### src/rtl/div_color_cfg_ctrl_pkg.sv
// Shared definitions for the div_color threshold controller: host address map,
// calibration FSM states and small address-decode helpers.
package div_color_cfg_ctrl_pkg;

    localparam int CFG_ADDR_W = 3;

    localparam logic [CFG_ADDR_W-1:0] ADDR_R0     = 3'd0;
    localparam logic [CFG_ADDR_W-1:0] ADDR_G0     = 3'd1;
    localparam logic [CFG_ADDR_W-1:0] ADDR_B0     = 3'd2;
    localparam logic [CFG_ADDR_W-1:0] ADDR_ERR    = 3'd3;
    localparam logic [CFG_ADDR_W-1:0] ADDR_VMIN   = 3'd4;
    localparam logic [CFG_ADDR_W-1:0] ADDR_VMAX   = 3'd5;
    localparam logic [CFG_ADDR_W-1:0] ADDR_COMMIT = 3'd6;

    typedef enum logic [1:0] {
        ST_IDLE     = 2'd0,
        ST_CAL_WAIT = 2'd1,
        ST_CAL_ACC  = 2'd2,
        ST_CAL_WR   = 2'd3
    } cal_state_e;

    function automatic logic is_commit_addr(input logic [CFG_ADDR_W-1:0] addr);
        return (addr == ADDR_COMMIT);
    endfunction

endpackage

### src/rtl/div_color_cal_acc.sv
// Calibration accumulator: sums in-window R/G/B samples, counts them, exposes the mean.
// Only built when DIV_COLOR_CALIB_EN is defined.
`ifdef DIV_COLOR_CALIB_EN
module div_color_cal_acc #(
    parameter int C_W      = 8,
    parameter int CAL_LOG2 = 6
) (
    input  logic           clk,
    input  logic           rst,
    input  logic           clr,
    input  logic           en,
    input  logic           valid,
    input  logic [C_W-1:0] r,
    input  logic [C_W-1:0] g,
    input  logic [C_W-1:0] b,
    output logic           full,
    output logic [C_W-1:0] mean_r,
    output logic [C_W-1:0] mean_g,
    output logic [C_W-1:0] mean_b
);

    localparam int A_W = C_W + CAL_LOG2;

    logic [A_W-1:0]    acc_red_r;
    logic [A_W-1:0]    acc_grn_r;
    logic [A_W-1:0]    acc_blu_r;
    logic [CAL_LOG2:0] cnt_r;

    // Sums stop growing once the count hits 2**CAL_LOG2, so no overflow is possible.
    always_ff @(posedge clk) begin
        if (rst || clr) begin
            acc_red_r <= '0;
            acc_grn_r <= '0;
            acc_blu_r <= '0;
            cnt_r     <= '0;
        end else if (en && valid && !full) begin
            acc_red_r <= acc_red_r + {{CAL_LOG2{1'b0}}, r};
            acc_grn_r <= acc_grn_r + {{CAL_LOG2{1'b0}}, g};
            acc_blu_r <= acc_blu_r + {{CAL_LOG2{1'b0}}, b};
            cnt_r     <= cnt_r + {{CAL_LOG2{1'b0}}, 1'b1};
        end
    end

    assign full   = cnt_r[CAL_LOG2];
    assign mean_r = acc_red_r[A_W-1:CAL_LOG2];
    assign mean_g = acc_grn_r[A_W-1:CAL_LOG2];
    assign mean_b = acc_blu_r[A_W-1:CAL_LOG2];

endmodule
`endif

### src/rtl/div_color_cfg_ctrl.sv
// Threshold set owner for div_color: shadow/active double buffering with frame-aligned commit.
// Optional colour calibration is enabled by defining DIV_COLOR_CALIB_EN.
module div_color_cfg_ctrl
    import div_color_cfg_ctrl_pkg::*;
#(
    parameter int               C_W       = 8,
    parameter int               CAL_LOG2  = 6,
    parameter logic [3*C_W-1:0] DEF_A_RGB = {(3*C_W){1'b1}},
    parameter logic [3*C_W-1:0] DEF_B_RGB = {(3*C_W){1'b1}},
    parameter logic [C_W+1:0]   DEF_ERR   = (C_W+2)'(16),
    parameter logic [C_W+1:0]   DEF_VMIN  = (C_W+2)'(32),
    parameter logic [C_W+1:0]   DEF_VMAX  = {(C_W+2){1'b1}}
) (
    input  logic                  sys_clk,
    input  logic                  sys_rst,
    input  logic                  i_cfg_valid,
    output logic                  o_cfg_ready,
    input  logic                  i_cfg_sel,
    input  logic [CFG_ADDR_W-1:0] i_cfg_addr,
    input  logic [C_W+1:0]        i_cfg_data,
    input  logic                  i_frame_start,
    input  logic                  i_valid,
    input  logic [C_W-1:0]        i_R,
    input  logic [C_W-1:0]        i_G,
    input  logic [C_W-1:0]        i_B,
    input  logic                  i_win,
    input  logic                  i_calib_start,
    output logic [C_W-1:0]        o_a_R0,
    output logic [C_W-1:0]        o_a_G0,
    output logic [C_W-1:0]        o_a_B0,
    output logic [C_W+1:0]        o_a_err,
    output logic [C_W+1:0]        o_a_Vmin,
    output logic [C_W+1:0]        o_a_Vmax,
    output logic [C_W-1:0]        o_b_R0,
    output logic [C_W-1:0]        o_b_G0,
    output logic [C_W-1:0]        o_b_B0,
    output logic [C_W+1:0]        o_b_err,
    output logic [C_W+1:0]        o_b_Vmin,
    output logic [C_W+1:0]        o_b_Vmax,
    output logic                  o_pending,
    output logic                  o_applied,
    output logic                  o_calib_done
);

    localparam int D_W = C_W + 2;

    // Index 0 = set A, 1 = set B; colour index 0/1/2 = R/G/B.
    logic [C_W-1:0] sh_rgb_r  [2][3];
    logic [C_W-1:0] act_rgb_r [2][3];
    logic [D_W-1:0] sh_err_r  [2];
    logic [D_W-1:0] sh_vmin_r [2];
    logic [D_W-1:0] sh_vmax_r [2];
    logic [D_W-1:0] act_err_r [2];
    logic [D_W-1:0] act_vmin_r[2];
    logic [D_W-1:0] act_vmax_r[2];

    logic pending_r;
    logic applied_r;
    logic cfg_ready_s;
    logic cfg_wr_s;
    logic commit_s;
    logic cal_wr_s;

    function automatic logic [C_W-1:0] def_rgb(input logic [3*C_W-1:0] v, input int idx);
        return v[(2-idx)*C_W +: C_W];
    endfunction

    assign cfg_wr_s = i_cfg_valid && cfg_ready_s;
    assign commit_s = cfg_wr_s && is_commit_addr(i_cfg_addr);

`ifdef DIV_COLOR_CALIB_EN
    cal_state_e     state_r;
    cal_state_e     state_s;
    logic           cal_sel_r;
    logic           calib_done_r;
    logic           cal_clr_s;
    logic           cal_en_s;
    logic           cal_full_s;
    logic [C_W-1:0] cal_mean_red_s;
    logic [C_W-1:0] cal_mean_grn_s;
    logic [C_W-1:0] cal_mean_blu_s;

    // Calibration state register.
    always_ff @(posedge sys_clk) begin
        if (sys_rst) begin
            state_r <= ST_IDLE;
        end else begin
            state_r <= state_s;
        end
    end

    // Latch which set is being calibrated and register the completion pulse.
    always_ff @(posedge sys_clk) begin
        if (sys_rst) begin
            cal_sel_r    <= 1'b0;
            calib_done_r <= 1'b0;
        end else begin
            if ((state_r == ST_IDLE) && i_calib_start) begin
                cal_sel_r <= i_cfg_sel;
            end
            calib_done_r <= cal_wr_s;
        end
    end

    // Calibration next-state and control decode.
    always_comb begin
        state_s     = state_r;
        cal_clr_s   = 1'b0;
        cal_en_s    = 1'b0;
        cal_wr_s    = 1'b0;
        cfg_ready_s = 1'b0;
        case (state_r)
            ST_IDLE: begin
                cfg_ready_s = 1'b1;
                cal_clr_s   = 1'b1;
                if (i_calib_start) begin
                    state_s = ST_CAL_WAIT;
                end else begin
                    state_s = ST_IDLE;
                end
            end
            ST_CAL_WAIT: begin
                cal_clr_s = 1'b1;
                if (i_frame_start) begin
                    state_s = ST_CAL_ACC;
                end else begin
                    state_s = ST_CAL_WAIT;
                end
            end
            ST_CAL_ACC: begin
                // A frame ending before the window yielded enough samples restarts the average.
                if (cal_full_s) begin
                    state_s = ST_CAL_WR;
                end else if (i_frame_start) begin
                    cal_clr_s = 1'b1;
                end else begin
                    cal_en_s = 1'b1;
                end
            end
            ST_CAL_WR: begin
                cal_wr_s = 1'b1;
                state_s  = ST_IDLE;
            end
            default: begin
                state_s = ST_IDLE;
            end
        endcase
    end

    div_color_cal_acc #(
        .C_W      (C_W),
        .CAL_LOG2 (CAL_LOG2)
    ) u_cal_acc (
        .clk    (sys_clk),
        .rst    (sys_rst),
        .clr    (cal_clr_s),
        .en     (cal_en_s),
        .valid  (i_valid && i_win),
        .r      (i_R),
        .g      (i_G),
        .b      (i_B),
        .full   (cal_full_s),
        .mean_r (cal_mean_red_s),
        .mean_g (cal_mean_grn_s),
        .mean_b (cal_mean_blu_s)
    );

    assign o_calib_done = calib_done_r;
`else
    logic        unused_calib_s;
    logic [31:0] unused_cal_log2_s;

    assign cfg_ready_s       = 1'b1;
    assign cal_wr_s          = 1'b0;
    assign o_calib_done      = 1'b0;
    assign unused_calib_s    = ^{i_calib_start, i_win, i_valid, i_R, i_G, i_B};
    assign unused_cal_log2_s = 32'(CAL_LOG2);
`endif

    // Shadow registers: host writes and calibration results land here.
    always_ff @(posedge sys_clk) begin
        if (sys_rst) begin
            for (int s = 0; s < 2; s++) begin
                for (int c = 0; c < 3; c++) begin
                    sh_rgb_r[s][c] <= def_rgb((s == 0) ? DEF_A_RGB : DEF_B_RGB, c);
                end
                sh_err_r[s]  <= DEF_ERR;
                sh_vmin_r[s] <= DEF_VMIN;
                sh_vmax_r[s] <= DEF_VMAX;
            end
        end else begin
            if (cfg_wr_s) begin
                case (i_cfg_addr)
                    ADDR_R0:   sh_rgb_r[i_cfg_sel][0] <= i_cfg_data[C_W-1:0];
                    ADDR_G0:   sh_rgb_r[i_cfg_sel][1] <= i_cfg_data[C_W-1:0];
                    ADDR_B0:   sh_rgb_r[i_cfg_sel][2] <= i_cfg_data[C_W-1:0];
                    ADDR_ERR:  sh_err_r[i_cfg_sel]    <= i_cfg_data;
                    ADDR_VMIN: sh_vmin_r[i_cfg_sel]   <= i_cfg_data;
                    ADDR_VMAX: sh_vmax_r[i_cfg_sel]   <= i_cfg_data;
                    default: begin
                    end
                endcase
            end
`ifdef DIV_COLOR_CALIB_EN
            if (cal_wr_s) begin
                sh_rgb_r[cal_sel_r][0] <= cal_mean_red_s;
                sh_rgb_r[cal_sel_r][1] <= cal_mean_grn_s;
                sh_rgb_r[cal_sel_r][2] <= cal_mean_blu_s;
            end
`endif
        end
    end

    // Active registers: both sets are copied together, only on a frame start with a commit waiting.
    always_ff @(posedge sys_clk) begin
        if (sys_rst) begin
            for (int s = 0; s < 2; s++) begin
                for (int c = 0; c < 3; c++) begin
                    act_rgb_r[s][c] <= def_rgb((s == 0) ? DEF_A_RGB : DEF_B_RGB, c);
                end
                act_err_r[s]  <= DEF_ERR;
                act_vmin_r[s] <= DEF_VMIN;
                act_vmax_r[s] <= DEF_VMAX;
            end
        end else if (i_frame_start && pending_r) begin
            for (int s = 0; s < 2; s++) begin
                for (int c = 0; c < 3; c++) begin
                    act_rgb_r[s][c] <= sh_rgb_r[s][c];
                end
                act_err_r[s]  <= sh_err_r[s];
                act_vmin_r[s] <= sh_vmin_r[s];
                act_vmax_r[s] <= sh_vmax_r[s];
            end
        end
    end

    // Commit bookkeeping; a commit arriving with the frame start waits for the following frame.
    always_ff @(posedge sys_clk) begin
        if (sys_rst) begin
            pending_r <= 1'b0;
            applied_r <= 1'b0;
        end else begin
            pending_r <= commit_s || cal_wr_s || (pending_r && !i_frame_start);
            applied_r <= i_frame_start && pending_r;
        end
    end

    assign o_cfg_ready = cfg_ready_s;
    assign o_pending   = pending_r;
    assign o_applied   = applied_r;
    assign o_a_R0      = act_rgb_r[0][0];
    assign o_a_G0      = act_rgb_r[0][1];
    assign o_a_B0      = act_rgb_r[0][2];
    assign o_a_err     = act_err_r[0];
    assign o_a_Vmin    = act_vmin_r[0];
    assign o_a_Vmax    = act_vmax_r[0];
    assign o_b_R0      = act_rgb_r[1][0];
    assign o_b_G0      = act_rgb_r[1][1];
    assign o_b_B0      = act_rgb_r[1][2];
    assign o_b_err     = act_err_r[1];
    assign o_b_Vmin    = act_vmin_r[1];
    assign o_b_Vmax    = act_vmax_r[1];

endmodule
### config.mk
export PLATFORM = sky130hd
export DESIGN_NAME = div_color_cfg_ctrl
export DESIGN_NICKNAME = d
export VERILOG_FILES = /design/src/rtl/div_color_cfg_ctrl_pkg.sv /design/src/rtl/div_color_cal_acc.sv /design/src/rtl/div_color_cfg_ctrl.sv
export SDC_FILE = /design/constraint.sdc
export NUM_CORES = 1
export LEC_CHECK = 0
export CAP_MARGIN = 0
export CORE_ASPECT_RATIO = 1.75
export CORE_MARGIN = 2
export CORE_UTILIZATION = 25
export DETAILED_ROUTE_END_ITERATION = 6
export PLACE_DENSITY = 0.53
export SYNTH_ARGS = -nofsm -noshare
export SYNTH_HDL_FRONTEND = slang
export SYNTH_SLANG_ARGS = --single-unit
### constraint.sdc
create_clock -name sys_clk -period 7.8 [get_ports sys_clk]
set_input_delay 1.95 -clock sys_clk [delete_from_list [all_inputs] [get_ports sys_clk]]
set_output_delay 1.95 -clock sys_clk [all_outputs]
set_load 0.01 [all_outputs]
==> results.json, run 1 <==
{
  "portBuffers": 127,
  "ys_ff_latch": 218,
  "cpPeakStageDelay_ns": 1.16,
  "ant_nets": 0,
  "worst_pin_slew_ns": 1.16,
  "wl_per_cell_um": 19.5,
  "clockBufferDepth": 3,
  "drt-total-wl_um": 20500,
  "critPathLaunchType": "input port",
  "synth_async_sr_flop_share_pct": 0,
  "cts_resized": 0,
  "ys.flop_type": "edfxtp_1",
  "grt_antenna_before_repair": 0,
  "avgSynthCellArea_um2": 16.1,
  "pin_count": 157,
  "period_minus_slack_ns": 4.62,
  "ctsHoldBuffers": 0,
  "path_clk_slew_ns": 0.06,
  "synth_cells": 520,
  "final_hold_viol_count": 0,
  "start_util_pct": 25.3,
  "drive_gt1_share_pct": 7.25,
  "pre_cts_slack_ns": 2.61,
  "yosysWarnings": 0,
  "fp.dieH_um": 246,
  "irDropWorstVdd_mv": 0.131,
  "syn_area_um2": 8370,
  "fp.dieW_um": 142,
  "core-area_um2": 33000,
  "syn2layout_area_growth_pct": 28.6,
  "synth_nets": 565,
  "p_total_mw": 2.53,
  "drtPass1Iterations": 4,
  "finalMaxSlewViolations": 0,
  "cts_tree": "built",
  "grt_pass1_wl_um": 30100,
  "fill_cells": 3254,
  "crit_chain": "clkdlybuf4s50_1, nand4b_1, o21bai_1",
  "cts_setup_buffers": 0,
  "endpoint_kind": "register",
  "cts.htree.levels": 1,
  "cp.arrival_ns": 4.74,
  "setup_violations": 0,
  "tns_ns": 0,
  "antenna_cells": 0,
  "yosysSeqAreaShare_pct": 78.0,
  "worst-path-buf-inv": 1,
  "maxCapViolCount": 0,
  "crit_type": "in2reg",
  "critPathSlowestCell": "o21bai_1",
  "worstPathRequired_ns": 7.93,
  "hold_path_class": "reg2reg",
  "numCtsBuffers": 22,
  "fin_ws_ns": 3.18,
  "routed-via-count": 4583,
  "rsz0062_at_grt": "false",
  "drt_iter0_markers": 420,
  "route.detailed.drc": 0,
  "nets": 678,
  "hpwl_um": 13800,
  "rows": 88,
  "period_share_pct": 59.2,
  "grt_start_max_net_pins": 68,
  "p_leak_nw": 3.31,
  "cpLargestDelayFamily": "compound AO/OA/AOI/OAI gates",
  "viasPerCell": 4.35,
  "cts-root-buf": "clkbuf_16",
  "dieArea_um2": 35000,
  "overflow": 0,
  "synthDistinctLibCells": 31,
  "synth_edf_count": 216,
  "critPathMaxFanout": 22,
  "clk_latency_ns": 0.51,
  "fin_worst_skew_ns": 0.00714,
  "gp_congestion": 0.755,
  "track_usage_pct": 11.8,
  "status": "finished clean",
  "cellPowerDensity_nw_per_um2": 235,
  "cts_sinks": 218,
  "max_slew_margin_pct": 22.3,
  "fmax_mhz": 217,
  "grt_pass1_vias": 4741
}
[final cells by class]
cell class / instances / area, µm² / area share [%]
inverters: 10 / 37.5 / 0.349
clock buffers: 26 / 587 / 5.45
flip-flops and latches: 218 / 6530 / 60.6
repair buffers: 133 / 1320 / 12.2
well taps: 405 / 507 / 4.71
multi-input cells: 248 / 1650 / 15.3
clock inverters: 13 / 143 / 1.32
[per-stage QoR]
stage / cells / instance area [µm²] / hold WS (ns) / utilization, %
5_1_grt: 1053 / 10800 / 0.510 / 32.6
4_1_cts: 1053 / 10800 / 0.489 / 32.6
3_3_place_gp: 1014 / 10000 / 0.483 / 30.4
6_report: 1053 / 10800 / 0.489 / 32.6
2_1_floorplan: 520 / 8370 / 0.477 / -
3_5_place_dp: 1014 / 10000 / 0.484 / 30.4
[cell usage after synthesis (2+ instances only)]
library cell / n / share of area [%]
nand3b_1: 2 / 0.18
edfxtp_1: 216 / 77
clkbuf_1: 37 / 1.7
buf_6: 2 / 0.27
nand4b_1: 2 / 0.21
or3_1: 14 / 1.0
nand4bb_1: 8 / 1.1
nor3_1: 34 / 2.0
o21bai_1: 2 / 0.18
or4b_2: 6 / 0.72
buf_2: 2 / 0.12
buf_4: 2 / 0.18
nor4bb_1: 2 / 0.24
dfxtp_1: 2 / 0.48
conb_1: 2 / 0.090
and2_1: 36 / 2.7
nand3_1: 32 / 1.9
nor2b_1: 2 / 0.15
or4bb_1: 2 / 0.27
a41o_1: 2 / 0.24
inv_1: 10 / 0.45
nand2b_1: 75 / 5.6
or4b_1: 11 / 1.3
and3_1: 2 / 0.15
a21o_1: 9 / 0.81
[worst paths after layout]
path / from / end / slack (ns) / depth (start not counted)
max: i_cfg_addr[0] / sh_err_r[1][7]$_SDFFCE_PN0P_ / 3.18 / 3
min: sh_rgb_r[0][21]$_SDFFCE_PN1P_ / act_rgb_r[0][21]$_SDFFCE_PN1P_ / 0.49 / 1
max reg2reg: o_pending$_SDFF_PP0_ / act_rgb_r[0][14]$_SDFFCE_PN1P_ / 5.70 / 2
min reg2reg: sh_rgb_r[0][21]$_SDFFCE_PN1P_ / act_rgb_r[0][21]$_SDFFCE_PN1P_ / 0.49 / 1
[metal layers]
metal | vias to the layer above | part of all wire [%] | GRT usage (%)
li1 | 2141 | - | -
met1 | 2219 | 34 | 12.7
met2 | 171 | 54 | 21.6
met3 | 52 | 6.2 | 1.69
met4 | 0 | 6.1 | 7.51
met5 | - | 0 | 0
[cell usage in the layout, fill, tap and decap left out, drive strengths merged, types with 3 or more instances in the layout]
| cell type | instances |
|---|---|
| nand2b | 75 |
| a21o | 9 |
| nand3 | 32 |
| buf | 6 |
| clkinv | 7 |
| or4b | 17 |
| and2 | 36 |
| nand4bb | 8 |
| inv | 11 |
| bufinv | 3 |
| clkbuf | 26 |
| clkdlybuf4s50 | 127 |
| edfxtp | 216 |
| or3 | 14 |
| nor3 | 34 |
[flip-flops by register name, indices dropped and copies added, names as in the netlist]
| register | cells |
|---|---|
| act_err_r | 20 |
| act_rgb_r | 48 |
| act_vmax_r | 20 |
| act_vmin_r | 20 |
| o_applied | 1 |
| o_pending | 1 |
| sh_err_r | 20 |
| sh_rgb_r | 48 |
| sh_vmax_r | 20 |
| sh_vmin_r | 20 |
[logic make-up after synthesis]
group,share of synthesized area [%]
AND/OR/NAND/NOR,17.8
flip-flops,78.0
buffers and inverters,2.72
AO/OA/AOI/OAI,1.38
other,0.0897
[power breakdown]
part	switching, mW	internal, mW	total (mW)
combinational	0.0761	0.0423	0.118
clock	0.433	0.637	1.07
sequential	0.0113	1.33	1.34
total	0.520	2.01	2.53
[worst reg2reg max path, delay by kind of cell, from the launching register on]
family                 cells  cell delay (ns)
buffers and inverters      1             0.79
AO/OA/AOI/OAI              1             0.52
flip-flops                 1             0.38
(Power assumes the default switching activity.)
==> run 2, diff against run 1 <==
Clock period 7.8 ns to 4.7 ns, I/O delays scaled along.
==> run 2 against run 1 <==
  * Register-to-register slack got worse by 2.8 ns
  * Highest routed layer unchanged
  * Clock power increased by 69%
  * Clock skew increased by 0.019 ns
  * Sequential power increased by 66%
  * Power increased by 68%
  * Final cell count increased by 0.95%
  * Largest cell class unchanged
==> results.json, run 2 (synthesis results as in run 1) <==
{
  "status": "finished clean",
  "tns_ns": 0,
  "fmax_mhz": 317,
  "numCtsBuffers": 21,
  "cts_setup_buffers": 0,
  "cp.arrival_ns": 3.29,
  "dieArea_um2": 35000,
  "seq_power_share_pct": 52.4,
  "pre_cts_slack_ns": 1.01,
  "clk_latency_ns": 0.52,
  "ctsHoldBuffers": 0,
  "multi_input_area_um2": 1650,
  "core-area_um2": 33000,
  "hold_path_class": "reg2reg",
  "syn2layout_area_growth_pct": 29.9,
  "fp.dieW_um": 142,
  "grt_pass1_vias": 4653,
  "critPathLaunchType": "input port",
  "period_share_pct": 67.0,
  "cts_tree": "built",
  "endpoint_kind": "register",
  "gp_congestion": 0.759,
  "maxCapViolCount": 0,
  "worst_pin_slew_ns": 0.923,
  "clockBufferDepth": 3,
  "cellPowerDensity_nw_per_um2": 390,
  "routed-via-count": 4630,
  "grt_start_max_net_pins": 69,
  "fill_cells": 3237,
  "power_frac_clock_pct": 42.7,
  "antenna_cells": 0,
  "start_util_pct": 25.3,
  "route.detailed.drc": 0,
  "regArea_um2": 6530,
  "max_slew_margin_pct": 38.5,
  "p_leak_nw": 3.37,
  "final_cell_mix": "edfxtp_1 (216), clkdlybuf4s50_1 (127), nand2b_1 (75), and2_1 (36), nor3_1 (34)",
  "final_common_cell": "edfxtp_1",
  "drtPass1Iterations": 5,
  "drt_iter0_markers": 296,
  "crit_chain": "clkdlybuf4s50_1, nor4bb_4, a21o_1",
  "rsz0062_at_grt": "false",
  "switchingPower_mw": 0.862,
  "cts_sinks": 218,
  "fin_worst_skew_ns": 0.0264,
  "path_clk_slew_ns": 0.06,
  "viasPerCell": 4.36,
  "reg_top3": "act_rgb_r x48, sh_rgb_r x48",
  "rows": 88,
  "overflow": 0,
  "setup_violations": 0,
  "nets": 688,
  "worstPathRequired_ns": 4.84,
  "cts-root-buf": "clkbuf_16",
  "portBuffers": 127,
  "cpPeakStageDelay_ns": 0.79,
  "p_int_mw": 3.38,
  "hpwl_um": 14000,
  "power.share.switching_pct": 20.3,
  "grt_pass1_wl_um": 29600,
  "pin_count": 157,
  "cts.htree.levels": 1,
  "grt_antenna_before_repair": 0,
  "fp.dieH_um": 246,
  "final_hold_viol_count": 0,
  "ant_nets": 0,
  "drive_gt1_share_pct": 8.66,
  "wl_per_cell_um": 19.4,
  "fin_ws_ns": 1.55,
  "period_minus_slack_ns": 3.15,
  "critPathMaxFanout": 15,
  "cts_resized": 0,
  "track_usage_pct": 11.7,
  "fin_util_pct": 32.9,
  "p_comb_share_pct": 4.8,
  "irDropWorstVdd_mv": 0.183,
  "critPathSlowestCell": "clkdlybuf4s50_1",
  "p_total_mw": 4.25,
  "finalMaxSlewViolations": 0,
  "crit_type": "in2reg",
  "drt-total-wl_um": 20700
}
## run 2: cell types whose count changed in the layout (fill, tap and decap cells not counted), sizes merged
cell / change
clkinv: -7
clkbuf: +6
buf: +11
clkinvlp: -1
bufinv: +1
## run 2: through the flow
stage / cells / hold WS, ns / area (µm²)
2_1_floorplan: 520 / 0.477 / 8370
3_3_place_gp: 1025 / 0.481 / 10100
3_5_place_dp: 1025 / 0.483 / 10100
4_1_cts: 1063 / 0.499 / 10900
5_1_grt: 1063 / 0.511 / 10900
6_report: 1063 / 0.498 / 10900
## run 2: critical path: cells and delay by family
family / cells / cell delay [ns]
buffers and inverters: 1 / 0.79
AOI/OAI and AO/OA: 1 / 0.54
and+or+nand+nor: 1 / 0.78
## run 2: routing by layer
| layer | vias up | GRT usage, % | share of wire [%] |
|---|---|---|---|
| met5 | - | 0 | 0 |
| met4 | 0 | 6.06 | 4.5 |
| met3 | 41 | 1.94 | 4.4 |
| met2 | 132 | 22.1 | 55 |
| met1 | 2297 | 12.4 | 36 |
| li1 | 2160 | - | - |
## run 2: worst paths after layout
path / start / endpoint / slack (ns) / cells past startpoint
worst max-delay path: i_cfg_valid / sh_vmax_r[0][0]$_SDFFCE_PN1P_ / 1.55 / 3
worst min-delay path: sh_vmax_r[0][0]$_SDFFCE_PN1P_ / act_vmax_r[0][0]$_SDFFCE_PN1P_ / 0.50 / 1
worst max register to register: o_pending$_SDFF_PP0_ / act_rgb_r[1][20]$_SDFFCE_PN1P_ / 2.93 / 3
worst min register to register: sh_vmax_r[0][0]$_SDFFCE_PN1P_ / act_vmax_r[0][0]$_SDFFCE_PN1P_ / 0.50 / 1
## run 2: power by group through the flow
| stage | clock network (mW) | registers (mW) | logic [mW] |
|---|---|---|---|
| 2_1_floorplan | 0 | 2.27 | 0.0925 |
| 3_3_place_gp | 0 | 2.27 | 0.207 |
| 3_5_place_dp | 0 | 2.27 | 0.209 |
| 4_1_cts | 1.85 | 2.23 | 0.210 |
| 5_1_grt | 1.91 | 2.23 | 0.220 |
| 6_report | 1.81 | 2.23 | 0.205 |
## run 2: final cells by class
cell class	instances	share of cell area (%)
Sequential cell	218	60.0
Multi-Input combinational cell	248	15.2
Timing Repair Buffer	144	13.1
Clock buffer	32	5.49
Tap cell	405	4.66
Clock inverter	6	1.25
Inverter	10	0.345
==> run 3, diff against run 2 <==
Settings changed: PLACE_DENSITY 0.53 to 0.55.
Clock period 4.7 ns to 2.6 ns, I/O delays scaled along.
==> run 3 against run 2 <==
  * Critical path type is now reg2out
  * Register-to-register slack worse by 1.7 ns
  * Sequential power up 80%
  * First-iteration DRC count grew 13%
  * Hold slack got worse by 0.00092 ns
  * Die area did not move
  * Sequential cell count is the same
==> results.json, run 3 (synthesis results as in run 1) <==
{
  "drive_gt1_share_pct": 12.4,
  "ant_nets": 0,
  "worst_pin_slew_ns": 0.594,
  "cts_resized": 0,
  "worstPathRequired_ns": 1.95,
  "grt_start_max_net_pins": 35,
  "crit_type": "reg2out",
  "reg_top3": "act_rgb_r x48, sh_rgb_r x48",
  "cts.htree.levels": 1,
  "hold_path_class": "reg2reg",
  "design_area_um2": 11100,
  "multi_input_area_um2": 1650,
  "fin_cells": 1091,
  "drt-total-wl_um": 20100,
  "crit_start": "act_rgb_r[0][22]$_SDFFCE_PN1P_",
  "cpLargestDelayFamily": "buffers and inverters",
  "gp_congestion": 0.749,
  "period_minus_slack_ns": 2.13,
  "maxCapViolCount": 0,
  "crit_chain": "clkdlybuf4s50_1",
  "min_from": "sh_rgb_r[0][22]$_SDFFCE_PN1P_",
  "p_int_mw": 5.88,
  "start_util_pct": 25.3,
  "clk_latency_ns": 0.50,
  "nets": 717,
  "portBuffers": 127,
  "cts-root-buf": "clkbuf_16",
  "switchingPower_mw": 1.50,
  "routed-via-count": 4626,
  "power_frac_clock_pct": 39.9,
  "grt_pass1_wl_um": 29600,
  "endpoint_kind": "output pin",
  "wl_per_cell_um": 18.4,
  "fill_cells": 3207,
  "cp.arrival_ns": 1.48,
  "syn2layout_area_growth_pct": 33.0,
  "cts_sinks": 218,
  "p_comb_share_pct": 5.6,
  "fmax_mhz": 470,
  "finalMaxSlewViolations": 0,
  "r2r_setup_slack_ns": 1.19,
  "path_clk_slew_ns": 0.06,
  "period_share_pct": 81.8,
  "seq_power_share_pct": 54.5,
  "cpPeakStageDelay_ns": 0.66,
  "fin_worst_skew_ns": 0.00852,
  "dieArea_um2": 35000,
  "hpwl_um": 14400,
  "track_usage_pct": 11.5,
  "worst-path-buf-inv": 1,
  "irDropWorstVdd_mv": 0.321,
  "max_slew_margin_pct": 60.3,
  "antenna_cells": 0,
  "cts_tree": "built",
  "rows": 88,
  "overflow": 0,
  "rsz0062_at_grt": "false",
  "core-area_um2": 33000,
  "fp.dieW_um": 142,
  "cellPowerDensity_nw_per_um2": 663,
  "pin_count": 157,
  "clockBufferDepth": 3,
  "place_inst": 1055,
  "setup_violations": 0,
  "power.share.switching_pct": 20.3,
  "fp.dieH_um": 246,
  "place_area_um2": 10500,
  "critPathLaunchType": "register",
  "grt_antenna_before_repair": 1,
  "rr_startpoint": "o_pending$_SDFF_PP0_",
  "drtPass1Iterations": 4,
  "ctsHoldBuffers": 0,
  "cts_setup_buffers": 0,
  "final_hold_viol_count": 0,
  "final_common_cell": "edfxtp_1",
  "numCtsBuffers": 20,
  "critPathSlowestCell": "clkdlybuf4s50_1",
  "viasPerCell": 4.24,
  "p_leak_nw": 3.52,
  "drt_iter0_markers": 333,
  "grt_pass1_vias": 4793,
  "status": "finished clean",
  "critPathMaxFanout": 1,
  "route.detailed.drc": 0,
  "final_cell_mix": "edfxtp_1 (216), clkdlybuf4s50_1 (127), nand2b_1 (75), and2_1 (36), buf_4 (36)",
  "regArea_um2": 6530
}
-- run 3: changes by cell type in the layout (fill, tap and decap cells not counted), sizes merged --
cell,before,now
clkinv,0,5
buf,17,47
inv,11,10
bufinv,4,2
clkbuf,32,28
-- run 3: area by class of cell --
| type | instances | share of cell area, % |
|---|---|---|
| Sequential cell | 218 | 58.6 |
| Timing Repair Buffer | 174 | 15.8 |
| Clock inverter | 8 | 0.809 |
| Multi-Input combinational cell | 248 | 14.8 |
| Inverter | 10 | 0.337 |
| Tap cell | 405 | 4.55 |
| Clock buffer | 28 | 5.05 |
-- run 3: metal layers --
layer	wire [µm]	GRT usage, %
met1	7250	12.5
met2	11100	21.9
met3	1090	1.85
met4	635	4.95
met5	0	0
-- run 3: path summary, 6_finish.rpt --
| kind | end | cells past startpoint |
|---|---|---|
| max reg2reg | act_vmax_r[0][14]$_SDFFCE_PN1P_ | 3 |
| min | act_rgb_r[0][22]$_SDFFCE_PN1P_ | 1 |
| min reg2reg | act_rgb_r[0][22]$_SDFFCE_PN1P_ | 1 |
| max | o_a_R0[6] | 1 |
-- run 3: per-stage QoR --
step | setup TNS [ns] | hold slack [ns] | setup slack (ns) | total power, mW | util, %
2_1_floorplan | 0 | 0.477 | 0.214 | 4.27 | -
3_5_place_dp | -0.589 | 0.484 | -0.0636 | 4.52 | 31.7
4_1_cts | 0 | 0.495 | 0.450 | 7.47 | 33.7
3_3_place_gp | -0.0112 | 0.484 | -0.00158 | 4.52 | 31.7
5_1_grt | 0 | 0.513 | 0.365 | 7.63 | 33.7
6_report | 0 | 0.497 | 0.473 | 7.38 | 33.7
-- run 3: power by group through the flow --
| stage | registers (mW) | logic [mW] | clock network [mW] |
|---|---|---|---|
| after floorplan | 4.10 | 0.168 | 0 |
| after global placement | 4.10 | 0.417 | 0 |
| after detailed placement | 4.10 | 0.420 | 0 |
| after CTS | 4.03 | 0.421 | 3.02 |
| after global routing | 4.03 | 0.442 | 3.15 |
| final | 4.02 | 0.413 | 2.94 |
